--- config.mk ---
export PLATFORM = sky130hd
export DESIGN_NAME = serial_subtractor
export DESIGN_NICKNAME = d
export VERILOG_FILES = /design/src/rtl/serial_subtractor.sv
export SDC_FILE = /design/constraint.sdc
export NUM_CORES = 1
export LEC_CHECK = 0
export CAP_MARGIN = 20
export CORE_ASPECT_RATIO = 1.2
export CORE_MARGIN = 5
export CORE_UTILIZATION = 52
export DETAILED_ROUTE_END_ITERATION = 8
export GPL_ROUTABILITY_DRIVEN = 1
export GPL_TIMING_DRIVEN = 0
export PLACE_DENSITY_LB_ADDON = 0.05
export REMOVE_ABC_BUFFERS = 1
export SYNTH_ARGS = -nofsm -noshare
export SYNTH_HDL_FRONTEND = slang
export SYNTH_SLANG_ARGS = --single-unit
--- constraint.sdc ---
create_clock -name clk -period 2.05 [get_ports clk]
set_input_delay 0.615 -clock clk [delete_from_list [all_inputs] [get_ports clk]]
set_output_delay 0.615 -clock clk [all_outputs]
set_load 0.05 [all_outputs]
--- src/rtl/serial_subtractor.sv ---
// Bit-serial unsigned subtractor: one bit per cycle, LSB first, with a registered borrow.
// Computes a - b mod 2^WIDTH and flags a < b once the last bit has been processed.
module serial_subtractor #(
  parameter int unsigned WIDTH = 8
) (
  input  logic             clk,
  input  logic             rst_n,
  input  logic             start,
  input  logic [WIDTH-1:0] a,
  input  logic [WIDTH-1:0] b,
  output logic             busy,
  output logic             done,
  output logic [WIDTH-1:0] diff,
  output logic             borrow_out
);

  localparam int unsigned CW = $clog2(WIDTH) + 1;

  typedef enum logic [1:0] {
    IDLE = 2'd0,
    RUN  = 2'd1,
    DONE = 2'd2
  } state_t;

  state_t           state;
  logic [CW-1:0]    cnt;
  logic [WIDTH-1:0] a_sh;
  logic [WIDTH-1:0] b_sh;
  logic [WIDTH-1:0] res;
  logic             br;

  logic             d_bit_c;
  logic             br_nxt_c;
  logic             last_c;
  logic [WIDTH-1:0] res_nxt_c;

  // Full-subtractor cell on the current LSBs, plus the result after this bit is shifted in.
  always_comb begin
    d_bit_c   = a_sh[0] ^ b_sh[0] ^ br;
    br_nxt_c  = (~a_sh[0] & b_sh[0]) | (~(a_sh[0] ^ b_sh[0]) & br);
    last_c    = (cnt == CW'(WIDTH - 1));
    res_nxt_c = {d_bit_c, res[WIDTH-1:1]};
  end

  always_ff @(posedge clk or negedge rst_n) begin
    if (!rst_n) begin
      state      <= IDLE;
      busy       <= 1'b0;
      done       <= 1'b0;
      diff       <= '0;
      borrow_out <= 1'b0;
      cnt        <= '0;
      a_sh       <= '0;
      b_sh       <= '0;
      res        <= '0;
      br         <= 1'b0;
    end else begin
      case (state)
        IDLE: begin
          if (start) begin
            a_sh  <= a;
            b_sh  <= b;
            br    <= 1'b0;
            cnt   <= '0;
            state <= RUN;
            busy  <= 1'b1;
          end
        end
        RUN: begin
          a_sh <= a_sh >> 1;
          b_sh <= b_sh >> 1;
          br   <= br_nxt_c;
          res  <= res_nxt_c;
          cnt  <= cnt + CW'(1);
          // Outputs only change once the whole word is done; partial results stay internal.
          if (last_c) begin
            diff       <= res_nxt_c;
            borrow_out <= br_nxt_c;
            state      <= DONE;
            done       <= 1'b1;
          end
        end
        DONE: begin
          state <= IDLE;
          done  <= 1'b0;
          busy  <= 1'b0;
        end
        default: begin
          state <= IDLE;
          done  <= 1'b0;
          busy  <= 1'b0;
        end
      endcase
    end
  end

endmodule

==> results of run 1 <==
sequential cells by signal (all words and copies together), names as in the netlist:
signal	flops
borrow_out	1
res	7
state	2
cnt	4
busy	1
diff	8
a_sh	8
br	1
done	1
b_sh	8
power breakdown:
group | switching, mW | leakage, nW | total, mW | internal, mW
logic | 0.910 | 0.376 | 1.57 | 0.655
registers | 0.228 | 0.507 | 1.42 | 1.19
clock network | 0.244 | 0.0443 | 0.511 | 0.267
layer usage:
layer	GRT usage, %	up-vias	share of wire (%)	wire length [um]
li1	-	554	-	-
met1	15.6	544	41	1180
met2	23.9	26	51	1450
met3	5.89	5	6.5	187
met4	5.77	0	1.6	46
met5	0	-	0	0
what timing repair did:
item,in CTS,in global routing
gates resized for setup,11,0
setup endpoints to repair,11,8
pin swaps,0,1
cell families (layout without fill, tap and decap cells):
family / Yosys count / after routing / share of synthesized area (%)
simple gates: 31 / 31 / 8.67
mux: 30 / 30 / 18.0
buf+inv: 14 / 43 / 4.72
compound gates: 29 / 29 / 8.96
flops: 41 / 41 / 57.8
fa+ha+maj: 2 / 2 / 1.83
Yosys cell counts, drive strengths merged (2+ instances only):
| cell | count | area share [%] |
|---|---|---|
| nor2b | 3 | 1.1 |
| dfrtp | 41 | 58 |
| mux2i | 15 | 8.5 |
| o21ai | 19 | 5.4 |
| clkbuf | 2 | 0.42 |
| nand2 | 20 | 4.2 |
| inv | 6 | 1.3 |
| a21oi | 5 | 1.4 |
| buf | 6 | 3.0 |
| nor2 | 3 | 0.63 |
| mux2 | 15 | 9.5 |
metrics by stage:
| step | util (%) | power, mW |
|---|---|---|
| finish | 64.5 | 3.49 |
| floorplan | - | 2.61 |
| detailed placement | 62.3 | 3.11 |
| global route | 64.5 | 3.76 |
| global placement | 61.9 | 3.02 |
| CTS | 64.5 | 3.55 |
worst max-delay path by stage:
stage | startpoint | to | slack, ns | depth (start not counted)
after floorplan | start | cnt[3] | -0.05 | 3
after global placement | start | a_sh[4] | -1.05 | 3
after detailed placement | start | cnt[3] | -0.1 | 5
after CTS | state[1] | diff[0] | 0.09 | 3
after global routing | state[1] | diff[2] | 0.02 | 3
final | state[1] | diff[0] | 0.16 | 3
layout make-up:
class	count	area, um2
clock buffers	7	86.3
multi-input cells	92	668
flip-flops and latches	41	1030
repair buffers	30	287
well taps	37	46.3
fillers	273	1170
inverters	6	22.5
==> impl_metrics.ini, run 1 <==
[placed_design]
place_area_um2 = 2060
dpl.hpwl_um = 2020
placed_cells = 206
buffer_ports.inserted = 29
setup_slack_at_placement_ns = -0.0956
place.gp.congestion = 0.780

[setup_path]
critical_path.top_delay_family = simple AND/OR/NAND/NOR gates
critical_path_slowest_stage_cell = nor3_4
critPathMaxFanout = 25
critPathLaunchType = flop
critical-path-max-stage-delay_ns = 0.52
worst-setup-path-type = reg2reg
cp_bufs_invs = 0
r2r_slack_ns = 0.16
cp_data_arrival_time_ns = 2.06
r2r.worst_path.cells = 3
capture_instance_of_the_worst_register_to_register_path = diff[0]
critPathRequiredTime_ns = 2.22
critical_path.endpoint_type = flop
crit_chain = nand2b_4 > nor3_4 > mux2_2
worst_r2r_startpoint = state[1]

[floorplan]
row_count = 23
coreArea_um2 = 3310
die_area_um2 = 4680
num_io_pins = 30
initial_utilization_pct = 53.6
die_width_um = 63.3
die_height_um = 74.0

[clock_network]
clock_sinks = 41
tritoncts.num_buffers = 5
cts_tree = done
ctsHoldBuffers = 0
postCtsSetupRepairBufs = 0
path_clk_slew_ns = 0.07
clock_tree.root_cell = clkbuf_8
clock_latency_late_sink_ns = 0.28
htree_levels = 2
cts.path.max_buffers = 2

[pwr]
static-leakage-power_nw = 0.927
powerDensity_nw_per_um2 = 1640
power.ir.vdd_worst_mv = 1.21

[cells_and_area]
antenna-diode-count = 0
layout.cell_area.non_filler_um2 = 2140
final_cell_count_without_fillers = 213
fraction_of_final_layout_cells_sized_beyond_drive_strength_1_pct = 14.8
layout_commonest_cell = dfrtp_1
layout_common_cells = dfrtp_1, nand2_1, o21ai_0
syn2layout_area_growth_pct = 20.4
finalNetCount = 197

[run_status]
outcome = finished, final reports clean

[sta]
clock_skew_ns = 0.00373
timing.final.hold_violations = 0
rsz0062_at_grt = no
relative_slew_slack_pct = 41.0
worstMarginPinSlew_ns = 0.885
whs_ns = 0.448
final-setup-viol-count = 0
timing.final.ws_setup_ns = 0.164
clock.fmax_mhz = 530
final_min_period_over_clock_period_pct = 92.0
finalCriticalPeriod_ns = 1.89
finalSetupTns_ns = 0
finalMaxSlewViolations = 0

[global_route]
congestion_overflow_gr = 0
antenna_found_initial = 0
maximum_number_of_pins_on_one_net_before_global_route_repair = 42
global_route.usage.total_pct = 14.0
wire_length_of_the_first_global_routing_pass_um = 5130
number_of_global_route_vias_before_repair = 1194

[routing]
final_antenna_net_count = 0
avgViaCountPerCell = 5.30
drc_errors = 0
drt-initial-drc-count = 34
wl_per_cell_um = 13.5
num_vias = 1129
drt-total-wl_um = 2870
drt_pass1_iterations = 3

[synthesis]
yosysSeqAreaShare_pct = 57.8
syn_area_per_cell_um2 = 12.1
synthesis.yosys.warnings = 0
syn_area_um2 = 1770
synth-edff-count = 0
number_of_unique_standard_cell_types_used_by_synthesis = 25
synthFlopType = dfrtp_1
synthCells = 147
ys_seq_elements = 41
synth-async-reset-ratio_pct = 100

[min_path]
hold_class = in2async

[job]
cap_viol_max_count = 0
Power figures use the tool's default switching activity.
==> run 2: changes to the inputs <==
--- a/config.mk
+++ b/config.mk
@@ -9,6 +9,7 @@
 export CORE_ASPECT_RATIO = 1.2
 export CORE_MARGIN = 5
 export CORE_UTILIZATION = 52
+export CTS_CLUSTER_SIZE = 16
 export DETAILED_ROUTE_END_ITERATION = 8
 export GPL_ROUTABILITY_DRIVEN = 1
 export GPL_TIMING_DRIVEN = 0
==> results of run 2 <==
No change in the layout: final DEF, timing and power equal those of run 1.
==> run 3: changes to the inputs <==
--- a/config.mk
+++ b/config.mk
@@ -8,7 +8,8 @@
 export CAP_MARGIN = 20
 export CORE_ASPECT_RATIO = 1.2
 export CORE_MARGIN = 5
-export CORE_UTILIZATION = 52
+export CORE_UTILIZATION = 54
+export CTS_BUF_LIST = sky130_fd_sc_hd__clkbuf_4
 export CTS_CLUSTER_SIZE = 16
 export DETAILED_ROUTE_END_ITERATION = 8
 export GPL_ROUTABILITY_DRIVEN = 1
==> run 3 against run 2 <==
Sequential power hardly changed. Global-route usage is 0.16 points lower. Via count is 0.27% lower. Critical path depth stayed put. Critical endpoint is now diff[2]. Power hardly changed. Hold slack worse by 0.071 ns. First-iteration DRC count is 50% lower. Largest power group unchanged.
==> impl_metrics.ini, run 3 (synthesis results as in run 1) <==
[clock_network]
cts.path.max_buffers = 2
ctsHoldBuffers = 0
htree_levels = 2
tritoncts.num_buffers = 5
clock_tree.root_cell = clkbuf_4
postCtsSetupRepairBufs = 0
clock_sinks = 41
cts_tree = done
clock_latency_late_sink_ns = 0.34
path_clk_slew_ns = 0.11
post_cts_resize_count = 11

[setup_path]
crit_chain = nand2b_4 > nor3_4 > mux2_2
worst_r2r_startpoint = state[1]
critPathMaxFanout = 25
cp_data_arrival_time_ns = 2.17
critical_path.top_delay_family = simple AND/OR/NAND/NOR gates
critPathRequiredTime_ns = 2.28
cp_bufs_invs = 0
worst_setup_path_start = state[1]
worst-setup-path-type = reg2reg
critical_path_slowest_stage_cell = nor3_4
critical-path-max-stage-delay_ns = 0.55
critPathLaunchType = flop
critical_path.endpoint_type = flop

[placed_design]
buffer_ports.inserted = 29
dpl.hpwl_um = 2060
setup_slack_at_placement_ns = -0.119
place.gp.congestion = 0.780
place_area_um2 = 2060

[sta]
finalMaxSlewViolations = 0
timing.final.hold_violations = 0
relative_slew_slack_pct = 41.8
timing.final.ws_setup_ns = 0.116
rsz0062_at_grt = no
clock_skew_ns = 0.00416
final_min_period_over_clock_period_pct = 94.4
whs_ns = 0.376
worstMarginPinSlew_ns = 0.873
clock.fmax_mhz = 517
final-setup-viol-count = 0
finalCriticalPeriod_ns = 1.93

[floorplan]
die_width_um = 62.3
num_io_pins = 30
die_height_um = 72.8
die_area_um2 = 4540
row_count = 22
coreArea_um2 = 3110
initial_utilization_pct = 57.0

[routing]
num_vias = 1126
wl_per_cell_um = 13.7
drt-initial-drc-count = 17
drc_errors = 0
drt-total-wl_um = 2920
drt_pass1_iterations = 2
final_antenna_net_count = 0
avgViaCountPerCell = 5.29

[cells_and_area]
syn2layout_area_growth_pct = 19.7
layout_commonest_cell = dfrtp_1
layout_common_cells = dfrtp_1, nand2_1, o21ai_0
fillerInstances = 256
finalNetCount = 197
fraction_of_final_layout_cells_sized_beyond_drive_strength_1_pct = 15.3
antenna-diode-count = 0
layout.cell_area.non_filler_um2 = 2120
reg_top3 = a_sh x8, b_sh x8, diff x8

[global_route]
maximum_number_of_pins_on_one_net_before_global_route_repair = 42
congestion_overflow_gr = 0
global_route.usage.total_pct = 13.9
antenna_found_initial = 0
wire_length_of_the_first_global_routing_pass_um = 5030
number_of_global_route_vias_before_repair = 1216

[pwr]
internal-power_mw = 2.10
power_switching_mw = 1.39
power_frac_clock_pct = 14.6
pwr-share-comb_pct = 44.8
fraction_of_power_spent_switching_nets_pct = 39.9
seq_power_share_pct = 40.6
powerDensity_nw_per_um2 = 1650
power.ir.vdd_worst_mv = 1.02
static-leakage-power_nw = 0.925

[min_path]
hold_class = in2async

[run_status]
outcome = finished, final reports clean

[job]
cap_viol_max_count = 0
==> run 3: final cells by class <==
class | instances | area, um2 | share of cell area [%]
sequential | 41 | 1030 | 48.3
multi-input combinational | 92 | 668 | 31.5
timing repair buffer | 30 | 283 | 13.3
clock buffer | 6 | 45.0 | 2.12
tap | 36 | 45.0 | 2.12
clock inverter | 2 | 33.8 | 1.59
inverter | 6 | 22.5 | 1.06
==> run 3: power by group through the flow <==
| stage | clock network (mW) | logic [mW] | registers [mW] |
|---|---|---|---|
| 3_5_place_dp | 0 | 1.66 | 1.45 |
| 3_3_place_gp | 0 | 1.60 | 1.42 |
| 4_1_cts | 0.530 | 1.59 | 1.43 |
| 5_1_grt | 0.572 | 1.71 | 1.47 |
| 2_1_floorplan | 0 | 0.840 | 1.77 |
| 6_report | 0.512 | 1.56 | 1.42 |
==> run 3: through the flow <==
| step | utilization (%) | cells | total power, mW | setup TNS (ns) |
|---|---|---|---|---|
| 2_1_floorplan | - | 139 | 2.61 | -0.301 |
| 6_report | 68.3 | 213 | 3.50 | 0 |
| 4_1_cts | 68.3 | 213 | 3.55 | 0 |
| 3_3_place_gp | 65.8 | 204 | 3.02 | -43.29 |
| 5_1_grt | 68.3 | 213 | 3.75 | 0 |
| 3_5_place_dp | 66.2 | 205 | 3.11 | -1.04 |
==> run 3: routing by layer <==
layer  GRT usage [%]  vias to the layer above  wire (um)
met3            5.55                        6        186
met4            5.90                        0         40
li1                -                      561          -
met5               0                        -          0
met1            14.5                      535       1210
met2            24.8                       24       1490
==> run 3: worst paths after layout <==
kind	depth (start not counted)	to	slack [ns]
hold / removal	1	state[0]	0.38
hold reg to reg	2	a_sh[4]	0.49
min in group clk	2	a_sh[4]	0.49
setup reg to reg	3	diff[2]	0.12
setup / recovery	3	diff[2]	0.12
max in group asynchronous	1	borrow_out	1.13
==> run 3: worst register-to-register path, stage by stage, from the launching register on <==
cell and delay (ns):
dfrtp_1 0.50, nand2b_4 0.38, nor3_4 0.55, mux2_2 0.40
